**src/rtl/alu_pkg.sv**
```systemverilog
// Shared types and defaults for the ALU writeback execution stage.
// Opcode 111 is a multiply when ALU_MUL_EN is defined and a NOP otherwise.
package alu_pkg;

    localparam int unsigned DATA_W_DEFAULT = 8;
    localparam int unsigned ADDR_W_DEFAULT = 4;

    typedef enum logic [2:0] {
        OP_ADD = 3'b000,
        OP_SUB = 3'b001,
        OP_AND = 3'b010,
        OP_OR  = 3'b011,
        OP_XOR = 3'b100,
        OP_SHL = 3'b101,
        OP_SHR = 3'b110,
        OP_MUL = 3'b111
    } opcode_t;

    typedef enum logic [2:0] {
        IDLE,
        READ,
        EXEC,
        MUL,
        WB
    } state_t;

endpackage

```
**src/rtl/alu_core.sv**
```systemverilog
// Combinational ALU for opcodes 000-110; opcode 111 yields zero result and carry.
module alu_core
    import alu_pkg::*;
#(
    parameter int unsigned DATA_W = DATA_W_DEFAULT
) (
    input  opcode_t           opcode,
    input  logic [DATA_W-1:0] a,
    input  logic [DATA_W-1:0] b,
    output logic [DATA_W-1:0] result,
    output logic              carry
);

    logic [DATA_W:0] sum;
    logic [DATA_W:0] diff;

    // The extra top bit holds carry-out for ADD and borrow for SUB.
    assign sum  = {1'b0, a} + {1'b0, b};
    assign diff = {1'b0, a} - {1'b0, b};

    always_comb begin
        result = '0;
        carry  = 1'b0;
        unique case (opcode)
            OP_ADD: begin
                result = sum[DATA_W-1:0];
                carry  = sum[DATA_W];
            end
            OP_SUB: begin
                result = diff[DATA_W-1:0];
                carry  = diff[DATA_W];
            end
            OP_AND: result = a & b;
            OP_OR:  result = a | b;
            OP_XOR: result = a ^ b;
            OP_SHL: begin
                result = {a[DATA_W-2:0], 1'b0};
                carry  = a[DATA_W-1];
            end
            OP_SHR: begin
                result = {1'b0, a[DATA_W-1:1]};
                carry  = a[0];
            end
            default: begin
                result = '0;
                carry  = 1'b0;
            end
        endcase
    end

endmodule

```
**src/rtl/alu_wb_unit.sv**
```systemverilog
// Sequencing execution stage: reads two registers, computes, writes back, updates flags.
// Define ALU_MUL_EN to make opcode 111 an 8-cycle shift-add multiply instead of a NOP.
module alu_wb_unit
    import alu_pkg::*;
#(
    parameter int unsigned DATA_W = DATA_W_DEFAULT,
    parameter int unsigned ADDR_W = ADDR_W_DEFAULT
) (
    input  logic              clk,
    input  logic              reset,
    input  logic              instr_valid,
    output logic              instr_ready,
    input  logic [2:0]        opcode,
    input  logic [ADDR_W-1:0] rs1,
    input  logic [ADDR_W-1:0] rs2,
    input  logic [ADDR_W-1:0] rd,
    output logic [ADDR_W-1:0] ra1,
    output logic [ADDR_W-1:0] ra2,
    input  logic [DATA_W-1:0] rdata1,
    input  logic [DATA_W-1:0] rdata2,
    output logic [ADDR_W-1:0] wa,
    output logic [DATA_W-1:0] wdata,
    output logic              we,
    output logic              zero,
    output logic              carry,
    output logic              done
);

    state_t            state_q, state_d;
    opcode_t           op_q;
    logic [ADDR_W-1:0] rs1_q, rs2_q, rd_q, wa_q;
    logic [DATA_W-1:0] a_q, b_q, wdata_q;
    logic              res_carry_q, nop_q, zero_q, carry_q;
    logic [DATA_W-1:0] core_result;
    logic              core_carry;
    logic              accept;
    logic              is_nop;

    assign accept = instr_valid && (state_q == IDLE);

`ifdef ALU_MUL_EN
    localparam int unsigned CNT_W = $clog2(DATA_W);
    localparam logic [CNT_W-1:0] CNT_LAST = CNT_W'(DATA_W - 1);

    logic [CNT_W-1:0]    mul_cnt_q;
    logic [2*DATA_W-1:0] mul_acc_q;
    logic [DATA_W:0]     mul_sum;
    logic [2*DATA_W-1:0] mul_next;

    assign is_nop = 1'b0;

    // Low half starts as the multiplier and is shifted out as the product shifts in.
    assign mul_sum  = {1'b0, mul_acc_q[2*DATA_W-1:DATA_W]} +
                      (mul_acc_q[0] ? {1'b0, a_q} : '0);
    assign mul_next = {mul_sum, mul_acc_q[DATA_W-1:1]};

    always_ff @(posedge clk or posedge reset) begin
        if (reset) begin
            mul_cnt_q <= '0;
            mul_acc_q <= '0;
        end else if (state_q == EXEC) begin
            mul_cnt_q <= '0;
            mul_acc_q <= {{DATA_W{1'b0}}, b_q};
        end else if (state_q == MUL) begin
            mul_cnt_q <= mul_cnt_q + 1'b1;
            mul_acc_q <= mul_next;
        end
    end
`else
    assign is_nop = (op_q == OP_MUL);
`endif

    alu_core #(
        .DATA_W (DATA_W)
    ) u_alu_core (
        .opcode (op_q),
        .a      (a_q),
        .b      (b_q),
        .result (core_result),
        .carry  (core_carry)
    );

    always_comb begin
        state_d = state_q;
        unique case (state_q)
            IDLE: if (instr_valid) state_d = READ;
            READ: state_d = EXEC;
            EXEC: begin
`ifdef ALU_MUL_EN
                state_d = (op_q == OP_MUL) ? MUL : WB;
`else
                state_d = WB;
`endif
            end
`ifdef ALU_MUL_EN
            MUL: if (mul_cnt_q == CNT_LAST) state_d = WB;
`endif
            WB: state_d = IDLE;
            default: state_d = IDLE;
        endcase
    end

    always_ff @(posedge clk or posedge reset) begin
        if (reset) begin
            state_q <= IDLE;
        end else begin
            state_q <= state_d;
        end
    end

    always_ff @(posedge clk or posedge reset) begin
        if (reset) begin
            op_q        <= OP_ADD;
            rs1_q       <= '0;
            rs2_q       <= '0;
            rd_q        <= '0;
            a_q         <= '0;
            b_q         <= '0;
            wa_q        <= '0;
            wdata_q     <= '0;
            res_carry_q <= 1'b0;
            nop_q       <= 1'b0;
            zero_q      <= 1'b0;
            carry_q     <= 1'b0;
        end else begin
            if (accept) begin
                op_q  <= opcode_t'(opcode);
                rs1_q <= rs1;
                rs2_q <= rs2;
                rd_q  <= rd;
            end
            if (state_q == READ) begin
                a_q <= rdata1;
                b_q <= rdata2;
            end
            // wa/wdata only move when a write is about to happen, so they hold otherwise.
            if ((state_q == EXEC) && (state_d == WB)) begin
                nop_q <= is_nop;
                if (!is_nop) begin
                    wa_q        <= rd_q;
                    wdata_q     <= core_result;
                    res_carry_q <= core_carry;
                end
            end
`ifdef ALU_MUL_EN
            if ((state_q == MUL) && (state_d == WB)) begin
                nop_q       <= 1'b0;
                wa_q        <= rd_q;
                wdata_q     <= mul_next[DATA_W-1:0];
                res_carry_q <= |mul_next[2*DATA_W-1:DATA_W];
            end
`endif
            if ((state_q == WB) && !nop_q) begin
                zero_q  <= (wdata_q == '0);
                carry_q <= res_carry_q;
            end
        end
    end

    assign instr_ready = (state_q == IDLE);
    assign ra1         = rs1_q;
    assign ra2         = rs2_q;
    assign wa          = wa_q;
    assign wdata       = wdata_q;
    assign we          = (state_q == WB) && !nop_q;
    assign done        = (state_q == WB);
    assign zero        = zero_q;
    assign carry       = carry_q;

endmodule

```
**config.mk**
```make
export PLATFORM = sky130hd
export DESIGN_NAME = alu_wb_unit
export DESIGN_NICKNAME = d
export VERILOG_FILES = /design/src/rtl/alu_pkg.sv /design/src/rtl/alu_core.sv /design/src/rtl/alu_wb_unit.sv
export SDC_FILE = /design/constraint.sdc
export NUM_CORES = 1
export LEC_CHECK = 0
export ABC_CLOCK_PERIOD_IN_PS = 3700
export BUFFER_PORTS_ARGS = -buffer_cell sky130_fd_sc_hd__buf_2
export CORE_ASPECT_RATIO = 1.2
export CORE_MARGIN = 8
export CORE_UTILIZATION = 30
export CTS_CLUSTER_DIAMETER = 60
export DETAILED_ROUTE_END_ITERATION = 8
export PLACE_DENSITY_LB_ADDON = 0.3
export REMOVE_ABC_BUFFERS = 1
export SYNTH_ARGS = -nofsm -noshare
export SYNTH_HDL_FRONTEND = slang
export SYNTH_SLANG_ARGS = --single-unit
```
**constraint.sdc**
```tcl
create_clock -name clk -period 3.7 [get_ports clk]
set_clock_uncertainty 0.1 [all_clocks]
set_input_delay 0.555 -clock clk [delete_from_list [all_inputs] [get_ports clk]]
set_output_delay 0.555 -clock clk [all_outputs]
set_load 0.1 [all_outputs]
```
==> metrics.csv <==
stage;metric;value;unit
status;status;completed;
yosys;yosys.cell_types.count;52;
critical_path;worstReg2RegEnd;wdata[7]$_DFFE_PP0P_;
detailed_routing;via_count;2710;
yosys;synth.avg_cell_area;9.14;um2
cells_and_area;diodes;0;
placed_design;placed_cells;516;
timing;min_period;2490;ps
clocking;root_buffer;clkbuf_16;
grt;grt_overflow;0;
yosys;synthFlopType;dfrtp_1;
yosys;ys_seq_elements;50;
clocking;cts_sinks;50;
yosys;synth_top_family_by_area;compound AO/OA/AOI/OAI gates;
yosys;synth_cells;347;
timing;period_share;67.4;%
clocking;insertion_delay;290;ps
yosys;synth_xor_area_share;0.828;%
cells_and_area;nets;454;
yosys;synth_compound_area_share;17.5;%
cells_and_area;layout_commonest_cell;buf_2;
grt;grt_max_degree;51;
critical_path;r2r-start;a_q[2]$_DFFE_PP0P_;
detailed_routing;first_pass_iters;4;
timing;max_slew_margin;28.5;%
clocking;clock_path_buffers;2;
critical_path;r2r_slack;1250;ps
critical_path;crit_start;state_q[2]$_DFF_PP0_;
critical_path;worstSetupEndpointType;primary output;
placed_design;dpl_worst_slack;1280;ps
critical_path;cp.required;3040;ps
grt;grt_usage;13.1;%
timing;tightestPinTransition;1070;ps
floorplan;initial_core_util;30.5;%
timing;max_freq;0.401;GHz
timing;setup_violations;0;
timing;whs;359;ps
timing;rsz0062_at_grt;no;
critical_path;critPathMaxFanout;4;
yosys;synth_edf_count;0;
yosys;syn_area;3170;um2
worst_hold_path;min-delay-path-class;input pin to flip-flop;
floorplan;coreArea;10400;um2
yosys;synth-simple-area-share;16.7;%
placed_design;gp_congestion;0.901;
clocking;cts_tree;done;
clocking;holdBufCountCts;0;
critical_path;cp-endpoint;we;
timing;report.final.slew_viol_count;0;
floorplan;die_x;110;um
clocking;cts_made_buffers;5;
clocking;path_clk_slew;70;ps
detailed_routing;vias_per_cell;5.17;
floorplan;num_rows;41;
timing;timing.final.ws_setup;1210;ps
grt;antenna_found_initial;0;
yosys;synthMuxAreaShare;7.97;%
clocking;htree_levels;2;
critical_path;arrival;1840;ps
critical_path;worst-setup-path-type;flip-flop to primary output;
timing;hold_viol;0;
placed_design;dpl.hpwl;6.77;mm
placed_design;port_buffers;58;
cells_and_area;area_growth;16.4;%
detailed_routing;ant_nets;0;
clocking;cts_resized;0;
detailed_routing;drtIter0Drc;154;
detailed_routing;drc_errors;0;
floorplan;io_pins;59;
yosys;synth-seq-area-share;39.4;%
floorplan;die_h;129;um
yosys;synth-warning-count;0;
floorplan;dieArea;14100;um2
clocking;post_cts_buffers;0;
detailed_routing;drt_wl_total;8.94;mm
grt;grt_pass1_wl;14.4;mm
yosys;synthAdderAreaFrac;10.7;%
critical_path;crit_path_start_kind;flip-flop;
cells_and_area;final_cell_mix;buf_2, dfrtp_1, nand2_1;
cells_and_area;fin_cells;524;
job;maxCapViolCount;0;
yosys;async_flop_share;100;%
critical_path;rr_worst_depth;7;
cells_and_area;drive_above_1_share;23.5;%
detailed_routing;post_drt_wl_per_cell;17.1;um
grt;grt_pass1_vias;2838;
## synth_stat cells, types with 2 or more instances
| cell type | count | area (um2) |
|---|---|---|
| a21oi_1 | 18 | 90.1 |
| o22ai_1 | 2 | 12.5 |
| o221ai_1 | 2 | 17.5 |
| nor4_1 | 5 | 31.3 |
| a221o_1 | 3 | 30.0 |
| clkbuf_1 | 5 | 18.8 |
| inv_1 | 24 | 90.1 |
| a311oi_1 | 2 | 17.5 |
| nor3_1 | 10 | 50.1 |
| xor2_1 | 2 | 17.5 |
| a22o_1 | 4 | 35.0 |
| nor3b_1 | 3 | 22.5 |
| o211ai_1 | 4 | 30.0 |
| or3_1 | 3 | 18.8 |
| buf_4 | 2 | 15.0 |
| mux2_2 | 17 | 191 |
| buf_6 | 2 | 22.5 |
| a31oi_1 | 7 | 43.8 |
| nor2b_1 | 6 | 37.5 |
| dfrtp_1 | 50 | 1250 |
| and2_1 | 2 | 12.5 |
| buf_2 | 13 | 65.1 |
| o21ai_0 | 31 | 155 |
| mux2i_1 | 5 | 50.1 |
| nor2_1 | 24 | 90.1 |
| nand2_1 | 45 | 169 |
| fa_1 | 2 | 40.0 |
| nand3_1 | 5 | 25.0 |
| ha_1 | 24 | 300 |
| nand2b_1 | 3 | 18.8 |
## kinds of logic (layout without fill, tap and decap cells)
family / count (synthesis) / count (layout)
AND/OR/NAND/NOR: 112 / 112
flip-flops: 50 / 50
multiplexers: 23 / 23
XOR/XNOR: 3 / 3
AO/OA/AOI/OAI: 86 / 86
buffers and inverters: 47 / 95
adder cells (fa/ha/maj): 26 / 26
## worst min-delay path by stage
stage	from	cells past startpoint	end
after global routing	rdata2[3]	3	b_q[3]$_DFFE_PP0P_
after floorplan	rd_q[0]$_DFFE_PP0P_	2	wa[0]$_DFFE_PP0P_
after CTS	rdata2[0]	3	b_q[0]$_DFFE_PP0P_
after global placement	rd_q[1]$_DFFE_PP0P_	2	wa[1]$_DFFE_PP0P_
final	rdata2[3]	3	b_q[3]$_DFFE_PP0P_
after detailed placement	rd_q[3]$_DFFE_PP0P_	2	wa[3]$_DFFE_PP0P_
## sequential cells by signal, indices dropped and copies added, names as in the netlist
signal	count
wdata	8
wa	4
state_q	3
zero	1
res_carry_q	1
a_q	8
b_q	8
nop_q	1
rd_q	4
ra2	4
carry	1
op_q	3
ra1	4
## per-layer routing
layer / vias to the layer above / track usage (%) / routed length [um]
li1: 1299 / - / -
met2: 85 / 21.4 / 4310
met1: 1295 / 15.0 / 3670
met5: - / 0 / 0
met4: 0 / 9.55 / 539
met3: 31 / 2.30 / 414
## critical path: stages (launching register included)
cell     delay, ps
dfrtp_1        440
nor3b_1        320
nor2b_1        300
buf_2          480
## area by class of cell
class | instances | area (um2)
Timing Repair Buffer | 62 | 320
Multi-Input combinational cell | 250 | 1710
Tap cell | 129 | 161
Fill cell | 1097 | 6720
Sequential cell | 50 | 1250
Clock inverter | 2 | 16.3
Clock buffer | 6 | 139
Inverter | 25 | 93.8
## through the flow
stage / area (um2) / setup TNS [ps] / util (%)
floorplan: 3050 / -4880 / -
global placement: 3540 / 0 / 34.0
detailed placement: 3540 / 0 / 34.0
CTS: 3690 / 0 / 35.5
global route: 3690 / 0 / 35.5
finish: 3690 / 0 / 35.5
Power is left out: the tool's default activity adds up to more than one toggle a clock period on the data nets, which glitch-free logic cannot reach.
